### config.mk
export PLATFORM = sky130hd
export DESIGN_NAME = hash_arbiter
export DESIGN_NICKNAME = d
export VERILOG_FILES = /design/src/rtl/hash_arbiter.sv
export SDC_FILE = /design/constraint.sdc
export NUM_CORES = 1
export LEC_CHECK = 0
export ABC_AREA = 1
export BUFFER_PORTS_ARGS = -buffer_cell sky130_fd_sc_hd__buf_2
export CAP_MARGIN = 20
export CORE_MARGIN = 2
export CORE_UTILIZATION = 39
export DETAILED_ROUTE_END_ITERATION = 12
export HOLD_SLACK_MARGIN = 0.05
export PLACE_DENSITY_LB_ADDON = 0.25
export SYNTH_ARGS = -nofsm -noshare
export SYNTH_HDL_FRONTEND = slang
export SYNTH_SLANG_ARGS = --single-unit
export TNS_END_PERCENT = 1
### constraint.sdc
create_clock -name clk -period 1.5 [get_ports clk]
set_input_delay 0.075 -clock clk [delete_from_list [all_inputs] [get_ports clk]]
set_output_delay 0.075 -clock clk [all_outputs]
set_load 0.02 [all_outputs]
### src/rtl/hash_arbiter.sv
// hash_arbiter: shares one combinational hash between predictor lookup
// and update paths, with a starvation-limited fixed priority to lookup.
module hash_arbiter #(
  parameter int STARVE_LIMIT = 3
) (
  input  logic        clk,
  input  logic        reset,
  input  logic        lookup_valid,
  input  logic [15:0] lookup_key,
  output logic        lookup_ready,
  input  logic        update_valid,
  input  logic [15:0] update_key,
  output logic        update_ready,
  output logic [15:0] hash_in,
  input  logic [15:0] hash_out,
  output logic        out_valid,
  output logic [15:0] out_hash,
  output logic        out_src,
  input  logic        out_ready
);

  localparam logic [3:0] LIMIT = 4'(STARVE_LIMIT);

  logic [3:0] starve;
  logic       can_accept;
  logic       grant_upd;
  logic       grant_lkp;
  logic       starved;

  // Grant decision; reset masks both grants so readies read 0.
  always_comb begin
    can_accept = !out_valid || out_ready;
    starved    = (starve == LIMIT);
    grant_upd  = !reset && can_accept && update_valid &&
                 (!lookup_valid || starved);
    grant_lkp  = !reset && can_accept && lookup_valid &&
                 !grant_upd;
  end

  assign lookup_ready = grant_lkp;
  assign update_ready = grant_upd;

  // Steer the granted key into the shared hash; idle drives zero.
  always_comb begin
    hash_in = 16'h0000;
    unique case (1'b1)
      grant_upd: hash_in = update_key;
      grant_lkp: hash_in = lookup_key;
      default:   hash_in = 16'h0000;
    endcase
  end

  // Output register: refill on grant, otherwise drain on handshake.
  always_ff @(posedge clk) begin
    if (reset) begin
      out_valid <= 1'b0;
      out_hash  <= 16'h0000;
      out_src   <= 1'b0;
    end else if (grant_upd || grant_lkp) begin
      out_valid <= 1'b1;
      out_hash  <= hash_out;
      out_src   <= grant_upd;
    end else if (out_valid && out_ready) begin
      out_valid <= 1'b0;
    end
  end

  // Count lookups that overtook a waiting update, saturating.
  always_ff @(posedge clk) begin
    if (reset) begin
      starve <= 4'd0;
    end else if (grant_upd) begin
      starve <= 4'd0;
    end else if (grant_lkp && update_valid && !starved) begin
      starve <= starve + 4'd1;
    end
  end

endmodule

==> impl_metrics.toml <==
[run_status]
violations = "DRC, setup timing"
status = "complete, but fails checks"

[power_and_ir_drop]
vdd_drop_max_uv = 615
leakagePower_uw = 0.00110
cellPowerDensity_nw_per_um2 = 708

[yosys]
yosys_register_bits = 22
synth_area_um2 = 1180
synth-seq-area-share_pct = 37.4
synthTopCellsByCount = "nor2_1 (35), nand2_1 (28), dfxtp_1 (22), o21ai_0 (22), inv_1 (20)"
synthFlopType = "dfxtp_1"
synth.largest_area_cell = "dfxtp_1"
synth_top_family_by_area = "simple AND/OR/NAND/NOR gates"
synth_compound_area_share_pct = 19.0
synthAdderAreaFrac_pct = 1.06
netlist.area_leader.share_pct = 37.4
synthSimpleGateAreaFrac_pct = 28.5
avgSynthCellArea_um2 = 7.13
yosysWarnings = 0
synth_edf_count = 0
synthXorXnorAreaFrac_pct = 1.49
synth.area.top_cells = "dfxtp_1 (37%), nor2_1 (11%), o21ai_0 (9.4%)"
ys_types = 24
synth_mux_area_share_pct = 0
syn-num-nets = 219
synth_cells = 165
synthArstFlopShare_pct = 0
yosysMostFrequentCell = "nor2_1"

[grt]
grt_pass1_vias = 1336
grt_max_degree = 20
antenna_found_initial = 0
grt_pass1_wl_um = 5460
track_usage_pct = 19.9
grt.overflow.total = 0

[detailed_routing]
wl_met3_um = 347
initialDrtViolationCount = 59
drt-met1-wl_um = 1430
drc = 10
viasPerCell = 4.77
first_pass_iters = 8
ant_nets = 0
via_count = 1484
post_drt_wl_per_cell_um = 11.8
met2_length_um = 1870
top_layer_used = "met4"
drt_wl_total_um = 3670

[clock_tree]
clk_transition_reported_paths_ns = 0.11
clock_latency_ns = 0.29
cts_htree_levels = 1
cts_sinks = 22
cts_max_path_buffers = 2
cts_tree = "yes"
cts_buffers = 3
cts_root_buffer = "clkbuf_4"

[die]
dieArea_um2 = 3470
core-area_um2 = 2810
die_x_um = 58.9
die_h_um = 58.9
io_pins = 89
core.rowCount = 19
initial_core_util_pct = 41.9

[cells_and_area]
multiInputGateArea_um2 = 692
num_antenna_cells = 0
nets = 335
regArea_um2 = 443
fill_cells = 203
drive_above_1_share_pct = 48.2
layout.cells.non_filler = 311
area_delta_synth_final_pct = 77.8

[timing]
whs_ns = 0.103
max_slew_margin_pct = 83.5
clock-skew-final_ns = 0.00296
setup_slack_ns = -0.0659
worst_pin_slew_ns = 0.246
rsz0062_at_grt = "true"
setup_viol_count_final = 16
period_share_pct = 104
drv_slew = 0
final.min_clock_period_ns = 1.57
max_freq_mhz = 639
final-hold-violation-count = 0

[worst_setup_path]
start_kind = "register"
crit_path_max_fanout = 9
cp.arrival_ns = 1.49
crit_type = "reg2out"
max_stage_delay_ns = 0.37
worstPathCellList = "ha_4 -> nand2_2 -> nand2_4 -> nand2_8 -> inv_8 -> nand2_1 -> o21ai_2 -> buf_6"
cp.required_ns = 1.42
critPathSlowestCell = "dfxtp_2"
cp-end-kind = "primary output"

[place]
io_buffers = 88
gp_congestion = 0.839
dp.final_hpwl_um = 2190
placedCellCount = 280

[min_path]
min_path_type = "in2reg"

[run]
cap_viol_max_count = 0
-- per-stage QoR --
step | setup slack [ns] | total power [µW] | utilization [%] | TNS [ns] | area, µm²
floorplan | 0.0554 | 914 | - | 0 | 1180
finish | -0.0659 | 1480 | 74.5 | -0.849 | 2090
global route | -0.157 | 1570 | 74.5 | -2.40 | 2090
CTS | -0.0617 | 1460 | 71.3 | -0.696 | 2000
global placement | 0.105 | 1060 | 57.6 | 0 | 1620
detailed placement | 0.0723 | 1060 | 57.6 | 0 | 1620
-- worst max-delay path: cells and delay by family (launching register included) --
| kind | cells | cell delay [ns] |
|---|---|---|
| adders and majority gates | 1 | 0.14 |
| and+or+nand+nor | 4 | 0.36 |
| AOI/OAI and AO/OA | 1 | 0.08 |
| buffers and inverters | 2 | 0.23 |
| DFF | 1 | 0.37 |
-- state kept, by name, indices dropped and copies added, names as in the netlist --
signal	cells
starve	4
out_valid	1
out_hash	16
out_src	1
-- per-layer routing --
layer / global-route usage [%] / vias to the layer above
met2: 40.6 / 65
li1: - / 750
met1: 20.9 / 667
met3: 4.62 / 2
met5: 0 / -
met4: 1.95 / 0
-- cells by family (layout without fill, tap and decap cells) --
kind of cell	count (synthesis)	count (layout)
simple gates	73	75
compound gates	38	38
buf+inv	29	142
flops	22	22
xor+xnor	2	2
fa+ha+maj	1	1
-- path summary, 6_finish.rpt --
check | from | endpoint | slack (ns) | cells past startpoint
max | starve[1]$_SDFFE_PP0P_ | hash_in[5] | -0.07 | 8
min | out_ready | out_valid$_SDFFE_PP0P_ | 0.10 | 4
max reg2reg | out_valid$_SDFFE_PP0P_ | out_hash[3]$_SDFFE_PP0P_ | 0.23 | 7
min reg2reg | out_src$_SDFFE_PP0P_ | out_src$_SDFFE_PP0P_ | 0.50 | 2
-- cell type report --
| cell class | instances | area share [%] |
|---|---|---|
| Timing Repair Buffer | 113 | 36.6 |
| Sequential cell | 22 | 21.2 |
| Inverter | 24 | 5.15 |
| Clock buffer | 4 | 1.74 |
| Multi-Input combinational cell | 116 | 33.1 |
| Timing Repair inverter | 1 | 0.419 |
| Tap cell | 31 | 1.86 |
-- layout by cell type, fill, tap and decap left out, drive strengths merged --
master / count
a21oi: 6
buf: 96
clkbuf: 4
dfxtp: 22
dlygate4sd3: 17
ha: 1
inv: 25
nand2: 34
nand3: 4
nand4: 1
nor2: 36
o21ai: 32
xor2: 2
-- what timing repair did --
action | in CTS | in global routing
hold endpoints to repair | 18 | 0
setup buffers | 4 | 3
pin swaps | 5 | 5
resized for setup | 42 | 18
cloned | 3 | 0
endpoints found under the setup margin | 18 | 18
hold buffers | 17 | 0
-- where the power goes --
group          switching [µW]  internal (µW)
registers                22.2            630
clock network             161            148
logic                     290            229
total                     473           1010
No activity file was read; power rests on OpenSTA's default activity.
